==> config.mk <==
export PLATFORM = sky130hd
export DESIGN_NAME = param_lifo_stack
export DESIGN_NICKNAME = d
export VERILOG_FILES = /design/src/rtl/stack_pkg.sv /design/src/rtl/stack_regfile.sv /design/src/rtl/param_lifo_stack.sv
export SDC_FILE = /design/constraint.sdc
export NUM_CORES = 1
export LEC_CHECK = 0
export ABC_CLOCK_PERIOD_IN_PS = 4980
export CAP_MARGIN = 20
export CORE_AREA = 2 2 193 195
export CTS_BUF_LIST = sky130_fd_sc_hd__clkbuf_2
export DETAILED_ROUTE_END_ITERATION = 10
export DIE_AREA = 0 0 195 197
export GPL_TIMING_DRIVEN = 1
export PLACE_DENSITY = 0.77
export SLEW_MARGIN = 40
export SYNTH_ARGS = -nofsm -noshare
export SYNTH_HDL_FRONTEND = slang
export SYNTH_HIERARCHICAL = 1
export SYNTH_SLANG_ARGS = --single-unit
==> constraint.sdc <==
create_clock -name clk -period 4.98 [get_ports clk]
set_clock_uncertainty 0.1 [all_clocks]
set_input_delay 0.996 -clock clk [delete_from_list [all_inputs] [get_ports clk]]
set_output_delay 0.996 -clock clk [all_outputs]
set_load 0.01 [all_outputs]
==> src/rtl/stack_pkg.sv <==
// Shared definitions for the LIFO stack: operation encoding derived from
// {push, pop} and the pointer-width helper used by the stack and its storage.
package stack_pkg;

  localparam logic [1:0] OP_NONE = 2'b00;
  localparam logic [1:0] OP_POP  = 2'b01;
  localparam logic [1:0] OP_PUSH = 2'b10;
  localparam logic [1:0] OP_REPL = 2'b11;

  // Address bits needed to index DEPTH slots; never below 1 so ports stay legal.
  function automatic int unsigned ptr_width(input int unsigned depth);
    return (depth <= 2) ? 1 : $clog2(depth);
  endfunction

endpackage

==> src/rtl/stack_regfile.sv <==
// DATA_W x DEPTH stack storage: one synchronous write port, one asynchronous
// read port. Define LIFO_CLEAR_ON_POP_EN to add a clear-all port zeroing every slot.
module stack_regfile
  import stack_pkg::*;
#(
  parameter int DATA_W = 16,
  parameter int DEPTH  = 32,
  parameter int PTR_W  = ptr_width(DEPTH)
) (
  input  logic              clk,
`ifdef LIFO_CLEAR_ON_POP_EN
  input  logic              clr_all_i,
`endif
  input  logic              we_i,
  input  logic [PTR_W-1:0]  waddr_i,
  input  logic [DATA_W-1:0] wdata_i,
  input  logic [PTR_W-1:0]  raddr_i,
  output logic [DATA_W-1:0] rdata_o
);

  logic [DATA_W-1:0] mem_q [DEPTH];

`ifdef LIFO_CLEAR_ON_POP_EN
  always_ff @(posedge clk) begin
    if (clr_all_i) begin
      for (int i = 0; i < DEPTH; i++) begin
        mem_q[i] <= '0;
      end
    end else if (we_i) begin
      mem_q[waddr_i] <= wdata_i;
    end
  end
`else
  // No reset on the array so it can map onto inferred RAM.
  always_ff @(posedge clk) begin
    if (we_i) begin
      mem_q[waddr_i] <= wdata_i;
    end
  end
`endif

  assign rdata_o = mem_q[raddr_i];

endmodule

==> src/rtl/param_lifo_stack.sv <==
// Parametrised LIFO stack: pointer, operation decode and sticky error flags
// around stack_regfile. LIFO_CLEAR_ON_POP_EN zeroes popped slots and all slots on rst.
module param_lifo_stack
  import stack_pkg::*;
#(
  parameter int DATA_W = 16,
  parameter int DEPTH  = 32,
  parameter int PTR_W  = ptr_width(DEPTH)
) (
  input  logic              clk,
  input  logic              rst,
  input  logic              en,
  input  logic              push,
  input  logic              pop,
  input  logic [DATA_W-1:0] din,
  input  logic              err_clr,
  output logic [DATA_W-1:0] dout,
  output logic [DATA_W-1:0] top,
  output logic [PTR_W:0]    count,
  output logic              empty,
  output logic              full,
  output logic              overflow,
  output logic              underflow
);

  localparam logic [PTR_W:0]   DEPTH_C = (PTR_W + 1)'(DEPTH);
  localparam logic [PTR_W:0]   SP_ONE  = (PTR_W + 1)'(1);
  localparam logic [PTR_W-1:0] ADR_ONE = PTR_W'(1);

  logic [PTR_W:0]    sp_q, sp_d;
  logic [DATA_W-1:0] dout_q, dout_d;
  logic              ovf_q, ovf_d;
  logic              unf_q, unf_d;

  logic [1:0]        op;
  logic              is_empty, is_full;
  logic [PTR_W-1:0]  top_addr;
  logic [DATA_W-1:0] rd_data;
  logic              we;
  logic [PTR_W-1:0]  waddr;
  logic [DATA_W-1:0] wdata;

  assign op       = {push, pop};
  assign is_empty = (sp_q == '0);
  assign is_full  = (sp_q == DEPTH_C);
  // SP is the next free slot, so the live top sits one below it.
  assign top_addr = sp_q[PTR_W-1:0] - ADR_ONE;

  // Operations are evaluated only when en=1; a rejected half of an operation
  // raises its sticky flag, and a fresh error in the same cycle beats err_clr.
  always_comb begin
    sp_d   = sp_q;
    dout_d = dout_q;
    ovf_d  = ovf_q;
    unf_d  = unf_q;
    we     = 1'b0;
    waddr  = sp_q[PTR_W-1:0];
    wdata  = din;
    if (en) begin
      if (err_clr) begin
        ovf_d = 1'b0;
        unf_d = 1'b0;
      end
      case (op)
        OP_PUSH: begin
          if (is_full) begin
            ovf_d = 1'b1;
          end else begin
            we   = 1'b1;
            sp_d = sp_q + SP_ONE;
          end
        end
        OP_POP: begin
          if (is_empty) begin
            unf_d = 1'b1;
          end else begin
            dout_d = rd_data;
            sp_d   = sp_q - SP_ONE;
`ifdef LIFO_CLEAR_ON_POP_EN
            we     = 1'b1;
            waddr  = top_addr;
            wdata  = '0;
`endif
          end
        end
        OP_REPL: begin
          if (is_empty) begin
            we    = 1'b1;
            sp_d  = SP_ONE;
            unf_d = 1'b1;
          end else begin
            dout_d = rd_data;
            we     = 1'b1;
            waddr  = top_addr;
          end
        end
        default: begin
        end
      endcase
    end
  end

  always_ff @(posedge clk) begin
    if (rst) begin
      sp_q   <= '0;
      dout_q <= '0;
      ovf_q  <= 1'b0;
      unf_q  <= 1'b0;
    end else begin
      sp_q   <= sp_d;
      dout_q <= dout_d;
      ovf_q  <= ovf_d;
      unf_q  <= unf_d;
    end
  end

  stack_regfile #(
    .DATA_W (DATA_W),
    .DEPTH  (DEPTH),
    .PTR_W  (PTR_W)
  ) u_regfile (
    .clk       (clk),
`ifdef LIFO_CLEAR_ON_POP_EN
    .clr_all_i (rst),
`endif
    .we_i      (we & ~rst),
    .waddr_i   (waddr),
    .wdata_i   (wdata),
    .raddr_i   (top_addr),
    .rdata_o   (rd_data)
  );

  assign dout      = dout_q;
  assign top       = is_empty ? '0 : rd_data;
  assign count     = sp_q;
  assign empty     = is_empty;
  assign full      = is_full;
  assign overflow  = ovf_q;
  assign underflow = unf_q;

endmodule

== After elaboration in Yosys (flattened, before gate mapping) ==
Memories as Yosys holds them, arrays and structs flattened.
Index checks and enable logic that the tools add are counted.

* Word-level logic and storage cells: 42
* Bits in writable memories: 512
* Input bits: 22
* Memories: 1
* Bits in registers: 24

* Mux-type cells: 19
* Eq/ne operators: 7
* Reductions and logical operators: 5
* Bitwise operators: 3
* Add/subtract/negate cells: 3

{| class="wikitable"
|+ Memory list
! memory !! depth !! width !! rd ports !! clocked after memory_dff !! write ports !! line !! source
|-
| u_regfile.mem_q || 32 || 16 || 1 || 0 || 1 || stack_regfile.sv:21 || <nowiki>logic [DATA_W-1:0] mem_q [DEPTH];</nowiki>
|}

{| class="wikitable"
|+ Operators with widths
! operator !! number
|-
| $mux W6 || 3
|-
| $pmux W6 S3 || 1
|-
| $mux W16 || 1
|-
| $mux W5 || 3
|-
| $mux W1 || 10
|-
| $add A6 B1 Y6 const B || 1
|-
| $eq A6 B6 Y1 const B || 1
|-
| $logic_not A6 Y1 || 1
|-
| $ne A2 B2 Y1 const B || 3
|-
| $sub A6 B1 Y6 const B || 1
|-
| $reduce_and A5 Y1 || 1
|-
| $sub A5 B1 Y5 const B || 1
|-
| $eq A2 B2 Y1 const B || 2
|-
| $reduce_and A3 Y1 || 1
|-
| $reduce_bool A3 Y1 || 1
|-
| $eq A2 B1 Y1 const B || 1
|-
| $not A1 Y1 || 2
|-
| $pmux W1 S2 || 1
|-
| $reduce_or A2 Y1 || 1
|-
| $and A1 B1 Y1 || 1
|}

== Depth between registers and ports, before layout ==
Gate-level depths: netlist of the first run.

* Depth after elaboration: 7
* Gate-level depth with buffers: 13
* Depth with buffers taken out: 10

== By module ==
The synthesis of the first run kept the hierarchy.

{| class="wikitable"
|+ By module, submodules not included
! module !! cells an instance !! area each (um^2) !! instances
|-
| stack_regfile || 1,127 || 20,215.6 || 1
|-
| param_lifo_stack || 187 || 1,382.6 || 1
|}

== Worst setup path after synthesis of the first run ==
OpenSTA, ideal clock, no wires.

* Path type: in2reg
* From: in en
* To: mem u_regfile.mem_q[12][0], enable pin
* Arrival: 3.197 ns
* Setup time: 0.388 ns
* Path buffers: 2
* Required time: 4.492 ns
* Slack: 1.295 ns
* Cell stages on the path: 7
* Cell sequence: clkbuf_1 > nand3_1 > nor2_1 > mux2i_1 > or3b_2 > clkbuf_1 > nor2_1

* Elaborated cells between the ends (all ways): 5
* Those cells by class: 4 x mux; 1 x bitwise

{| class="wikitable"
|+ RTL lines
! item !! line !! source
|-
| start, declared || param_lifo_stack.sv:12 || <nowiki>input logic en,</nowiki>
|-
| $mux W5 || param_lifo_stack.sv:59 || <nowiki>if (en) begin</nowiki>
|-
| named net waddr[1] || param_lifo_stack.sv:40 || <nowiki>logic [PTR_W-1:0] waddr;</nowiki>
|-
| end, declared || stack_regfile.sv:21 ||
|}

The timed path passes the listed nets, and every way through them passes these cells.

== Final worst setup path of the first run ==
* From: reg sp_q[0], in the netlist count[0]
* To: out top[1]

* Longest elaborated chain between the ends: 3
* Elaborated cells between the ends (all ways): 4
* Those cells by class: 1 x add/sub; 1 x mux; 1 x reduce/logical; 1 x memory

{| class="wikitable"
|+ RTL lines
! item !! line !! source
|-
| start, declared || param_lifo_stack.sv:30 || <nowiki>logic [PTR_W:0] sp_q, sp_d;</nowiki>
|-
| start signal, assigned || param_lifo_stack.sv:110 || <nowiki>sp_q <= sp_d;</nowiki>
|-
| $sub A5 B1 Y5 || param_lifo_stack.sv:47 || <nowiki>assign top_addr = sp_q[PTR_W-1:0] - ADR_ONE;</nowiki>
|-
| named net top_addr[3] || param_lifo_stack.sv:37 || <nowiki>logic [PTR_W-1:0] top_addr;</nowiki>
|-
| $mem_v2 Z32 W16 || n/a ||
|-
| named net rd_data[1] || param_lifo_stack.sv:38 || <nowiki>logic [DATA_W-1:0] rd_data;</nowiki>
|-
| $mux W16 || param_lifo_stack.sv:134 || <nowiki>assign top = is_empty ? '0 : rd_data;</nowiki>
|-
| end, declared || param_lifo_stack.sv:18 || <nowiki>output logic [DATA_W-1:0] top,</nowiki>
|}

The timed path passes the listed nets, and every way through them passes these cells.

==> results of run 1 <==
==> where the power goes <==
part           internal [mW]  leakage (nW)  switching [mW]
sequential              4.95          4.80          0.0149
clock                  0.994         0.819            1.66
combinational          0.701          4.33            1.01
==> cell type report <==
class                   instances  area, um2  area share
diodes                          2      5.005   0.0002006
clock inverters                43      202.7    0.008124
well taps                     468      585.6     0.02347
multi-input cells             693       5459      0.2188
flip-flops and latches        536      15860      0.6358
repair buffers                182       1933     0.07748
clock buffers                 174      870.8     0.03490
inverters                       6      30.03    0.001204
==> per-layer routing <==
layer  wire length (um)  track usage  up-vias
li1                   -            -     5666
met1              20650       0.3743     6514
met2              26900       0.4692      946
met3               6338      0.06725      166
met4               2577       0.1408        0
met5                  0            0        -
==> cell families (layout without fill, tap and decap cells) <==
kind of cell    count (synthesis)  count (layout)  synth area share
fa+ha+maj                       5               5          0.002897
mux                           260             260            0.1206
buf+inv                        85             405           0.02873
compound gates                183             183           0.05874
xor+xnor                        6               6          0.002434
flops                         536             536            0.7341
other cells                     0               2                 0
simple gates                  239             239           0.05254
==> through the flow <==
stage                     instances  TNS (ns)  hold WS [ns]  total power, mW
after floorplan                1314         0        0.3805            5.908
after global placement         1856         0        0.3444            6.427
after detailed placement       1856         0        0.3506            6.444
after CTS                      2088   -0.3499        0.2320            9.224
after global routing           2103   -0.7181        0.2908            9.663
final                          2104   -0.1768        0.3120            9.332
==> how the worst max path moves through the flow <==
stage | to | from | cells past startpoint
floorplan | u_regfile/mem_q[12][0] | en | 7
global placement | u_regfile/mem_q[27][15] | push | 7
detailed placement | top[11] | count[1] | 11
CTS | top[8] | count[0] | 11
global route | top[1] | count[0] | 11
finish | top[1] | count[0] | 11
==> layout by cell type (no fill, tap or decap), types with 6 or more instances in the layout <==
master	instances
edfxtp_1	512
mux2i_1	259
clkbuf_2	174
buf_4	90
nand2_1	73
a22oi_1	58
a21oi_1	53
nor2_1	48
clkdlybuf4s50_1	42
clkinv_1	32
a22o_1	29
nand3_1	26
dfxtp_1	21
nor2b_1	17
nand4_1	16
nor3_1	12
a31oi_1	11
buf_2	11
buf_12	10
nand3_2	10
dlymetal6s2s_1	8
a22oi_2	7
clkinv_2	6
bufbuf_16	6
==> registers in the layout, summed over array words and instances (netlist names) <==
signal	count
u_regfile/mem_q	512
count	6
underflow	1
dout	16
overflow	1
==> worst register-to-register path, delay by kind of cell (launching register included) <==
family                     cells  cell delay [ns]
adders and majority gates      1             0.17
and+or+nand+nor                5             2.15
muxes                          1             0.20
buffers and inverters          2             0.44
DFF                            1             0.39
==> what timing repair did <==
item / CTS / global route
hold endpoints to repair: 0 / 0
cloned: 8 / 3
buffers inserted: 7 / 11
resized for setup: 55 / 31
hold buffers: 0 / 0
pin swaps: 16 / 18
endpoints found under the setup margin: 16 / 15
==> metrics, run 1 <==
first-pass GRT wire length between 80000 and 90000 um; CP delay by family, top buffers and inverters; I/O Pins 64; CP Max Fanout 20; final WL ~56000 um; CP arrival 3.96 ns; clock sinks between 500 and 600; worst-margin pin slew 0.7467 ns; crit-path max cell delay around 0.49 ns; RSZ-0062 raised after global routing true; flop-to-flop setup slack 1.19 ns; fin crit share 1.015; vias in the first global route between 10000 and 15000; Area after DPL roughly 0.023 mm2; Design Area, Final between 0.02 and 0.025 mm2; dpl hpwl about 32000 um; Netlist cell types 45; Final Hold Viols 0; initial antenna violation count 2; htree depth 3; Via density between 6 and 7; hold path endpoint u_regfile/mem_q[24][5]; CP endpoint kind output port; Port Buf Inserts 63; Min-Delay Startpoint din[5]; CTS tree built; placeable core area 0.03626 mm2; Rel. slew slack 0.4999; Critical R2R Capture u_regfile/mem_q[24][10]; Critical R2R Launch count[1]; Synth area leaders edfxtp_1 (71%), mux2i_1 (12%), a22oi_1 (2.3%), dfxtp_1 (2.2%), a22o_1 (1.4%); largest net degree at the start of global routing 39; Placer Congestion 0.9242; HP Class in -> reg; worst vdd ir between 150 and 200 uV; violated checks setup timing; Slew Viols, Final 0; Seq/Total Area, Yosys 0.7341; most frequent cells after synthesis edfxtp_1 (512), mux2i_1 (259), nand2_1 (73); GR Util All Layers 0.2899; status finished with violations; Clock Latency Late Sink 1.10 ns; clock-pin slew on the worst setup and hold paths 0.13 ns; CP most frequent cell buf_6; syn nets about 1300; area leader, netlist edfxtp_1; fraction of layout cells with a size suffix above 1 0.2307; Area Overhead vs Synth 15.52%; Routed WL per cell 26.84 um; Lkg Pwr slightly below 10 nW; Post-DRT Antenna Nets 0; Startpoint Class flop; asr flop ratio synth 0; top-count cell post-synth edfxtp_1; mapped cell area 0.02160 mm2; number of synthesized flops with an enable pin around 500; row cnt 70; endpoints failing setup 5; CP Cell Sequence buf_4 > nor3_4 > xor2_1 > buf_6 > or2_1 > buf_6 > nor3_1 > a31oi_1 > nand3_1 > nor2b_1 > clkdlybuf4s50_1; Crit-path slowest cell clkdlybuf4s50_1; Worst Slack Setup Final -0.07435 ns; number of synthesized register bits 536; Post-Syn Area per Cell ~16 um2; max cap viols 0; Yosys top cell area share 0.7119; dpl ws around 0.36 ns; reg2reg path depth 9; power per cell area about 370 mW/mm2; Root Buffer clkbuf_2; CTS buffer count roughly 120; vias ~13000; gr ovfl total 0; clk buf depth 3; Cells after Synth 1314; drt first pass iters 9; Iteration-0 DRC Markers slightly below 2000; DR DRC count 0; die width a little under 200 um; Crit path required time approximately 3.9 ns; total die area between 0.03 and 0.04 mm2; hold path depth 1; Min Clock Period, post-route between 5 and 6 ns; Final Util 0.6881; Main synth FF type edfxtp_1; f_max 197.9 MHz; die height roughly 200 um; starting density of the core 0.5957; fill count 2310; WS Path Type reg -> out; Final nets ~1600; Crit path buffers/inverters 4; Synth Warn # 6
Note: power is estimated with default switching activity, not from simulation.
==> run 2: changes to the inputs <==
Settings changed: ABC_CLOCK_PERIOD_IN_PS 4980 to 5100.
Clock period 4.98 ns to 5.1 ns, I/O delays scaled along.
==> run 2 against run 1 <==
The flow now finishes without violations. Worst setup slack gained 0.19 ns. Sequential cell count is the same. Clock power grew 2%. Power shrank 3.5%. Sequential share of layout area grew 1.3 points. Core utilization shrank 1.4 points. Combinational power shrank 15%. Critical endpoint is now top[9]. Largest power group unchanged.
==> metrics, run 2 (synthesis results as in run 1) <==
Worst Slack Setup Final 0.1148 ns (was -0.07435 ns); Biggest register u_regfile/mem_q (unchanged); clock-pin slew on the worst setup and hold paths 0.11 ns (was 0.13 ns); starting density of the core 0.5957 (unchanged); RSZ-0062 raised after global routing true (unchanged); reg2reg path depth 10 (was 9); fill count 2434 (was 2310); max reg flops 512 (unchanged); die width 195 um (unchanged); CP Max Fanout 25 (was 20); Area after DPL 0.02281 mm2 (was 0.02298 mm2); endpoints failing setup 0 (was 5); initial antenna violation count 2 (unchanged); area of the multi-input gates 0.005391 mm2 (was 0.005459 mm2); dpl ws 0.5806 ns (was 0.3646 ns); Int Pwr 6.511 mW (was 6.648 mW); worst-margin pin slew 0.7341 ns (was 0.7467 ns); DR DRC count 0 (unchanged); WS Path Type reg -> out (unchanged); htree depth 3 (unchanged); Iteration-0 DRC Markers 1576 (was 1943); critical path launch point count[0] (unchanged); Final Util 0.6739 (was 0.6881); I/O Pins 64 (unchanged); Clk pwr share 0.299 (was 0.284); Critical Path End top[9] (was top[1]); Area Overhead vs Synth 13.13% (was 15.52%); Non-Filler Instances 2072 (was 2104); Design Area, Final 0.02443 mm2 (was 0.02495 mm2); f_max about 200 MHz; Startpoint Class flop (unchanged); Clock Latency Late Sink 1.02 ns (was 1.10 ns); Critical R2R Launch count[0] (was count[1]); die height 197 um (unchanged); clk buf depth 3 (unchanged); max cap viols 0 (unchanged); power per cell area 368.5 mW/mm2 (was 374.0 mW/mm2); dpl hpwl 29580 um (was 31970 um); fraction of layout cells with a size suffix above 1 0.2161 (was 0.2307); total die area 0.03842 mm2 (unchanged); flop-to-flop setup slack 1.58 ns (was 1.19 ns); Lkg Pwr 9.553 nW (was 9.950 nW); final WL 51260 um (was 56460 um); HP Class reg -> reg (was in -> reg); Post-DRT Antenna Nets 0 (unchanged); commonest non-fill, non-tap cells in the layout edfxtp_1 (512), mux2i_1 (259), clkbuf_2 (183), nand2_1 (73), buf_4 (73) (was edfxtp_1 (512), mux2i_1 (259), clkbuf_2 (174), buf_4 (90), nand2_1 (73)); Min Clock Period, post-route 4.985 ns; Rel. slew slack 0.5068 (was 0.4999); Comb pwr share 0.162 (was 0.184); CTS tree built (unchanged); CP endpoint kind output port (unchanged); fin crit share 0.9775; NetSw 2.493 mW (was 2.684 mW); Slew Viols, Final 0 (unchanged); Critical R2R Capture u_regfile/mem_q[1][8] (was u_regfile/mem_q[24][10]); TNS Setup 0 ns (was -0.1768 ns); Via density 6.128 (was 6.317); placeable core area 0.03626 mm2 (unchanged); cts hold-fix bufs 0 (unchanged); status finished, final reports clean (was finished with violations); row cnt 70 (unchanged); DP Cell Count 1836 (was 1856); Final nets 1532 (was 1567); CTS buffer count 119 (was 121); first-pass GRT wire length 75900 um (was 80700 um); Flop pwr share 0.539 (was 0.532); gr ovfl total 0 (unchanged); Crit path required time 3.98 ns (was 3.88 ns); vias 12697 (was 13292); largest net degree at the start of global routing 96 (was 39); Hold Slack 0.3677 ns (was 0.3120 ns); CP arrival 3.87 ns (was 3.96 ns); Final Hold Viols 0 (unchanged); Placer Congestion 0.8499 (was 0.9242); clock sinks 536 (unchanged); Root Buffer clkbuf_2 (unchanged); FF/Latch Area 0.01586 mm2 (unchanged); switching share of power 0.2768 (was 0.2876); GR Util All Layers 0.2687 (was 0.2899); vias in the first global route 12616 (was 12963); commonest non-fill, non-tap cell in the layout edfxtp_1 (unchanged); worst vdd ir 188.9 uV (was 164.6 uV); Pwr Total 9.004 mW (was 9.332 mW); drt first pass iters 6 (was 9); Port Buf Inserts 63 (unchanged); Routed WL per cell 24.74 um (was 26.84 um)
==> run 2: power groups by stage <==
stage | logic [mW] | registers (mW) | clock network (mW)
after floorplan | 0.814 | 4.95 | 0
after global placement | 1.28 | 4.95 | 0
after detailed placement | 1.30 | 4.95 | 0
after CTS | 1.39 | 4.85 | 2.74
after global routing | 1.53 | 4.85 | 2.99
final | 1.46 | 4.85 | 2.69
==> run 2: what timing repair did <==
| item | in CTS | in global routing |
|---|---|---|
| gates resized for setup | 48 | 20 |
| pin swaps | 16 | 9 |
| cloned | 2 | 1 |
| setup buffers | 4 | 9 |
| endpoints found under the setup margin | 16 | 14 |
==> run 2: worst min-delay path by stage <==
stage	start	endpoint	slack [ns]	depth (start not counted)
2_1_floorplan	dout[0]	dout[0]	0.38	2
3_3_place_gp	dout[10]	dout[10]	0.34	2
3_5_place_dp	dout[14]	dout[14]	0.35	2
4_1_cts	din[0]	u_regfile/mem_q[0][0]	0.36	1
5_1_grt	din[0]	u_regfile/mem_q[12][0]	0.34	1
6_report	dout[14]	dout[14]	0.37	2
==> run 2: worst max-delay path, stage by stage, from the launching register on <==
cell,delay (ns)
dfxtp_4,0.39
inv_12,0.11
ha_4,0.17
xor2_2,0.17
buf_4,0.18
nor2b_4,0.24
buf_12,0.23
a22o_1,0.17
nor3_2,0.06
a31oi_1,0.32
nand3_2,0.20
nor2b_1,0.18
clkdlybuf4s50_1,0.48
==> run 2: area by class of cell <==
class	count	area share
Multi-Input combinational cell	693	0.2206
Tap cell	468	0.02396
Clock inverter	34	0.008859
Antenna cell	3	0.0003072
Clock buffer	183	0.03748
Sequential cell	536	0.6492
Timing Repair Buffer	149	0.05807
Inverter	6	0.001434
==> run 2: routing by layer <==
metal,vias to the layer above,track usage,wire length (um)
met5,-,0,0
met4,0,0.08878,1131
met3,88,0.05647,4926
met2,680,0.4451,25370
met1,6323,0.3594,19840
li1,5606,-,-
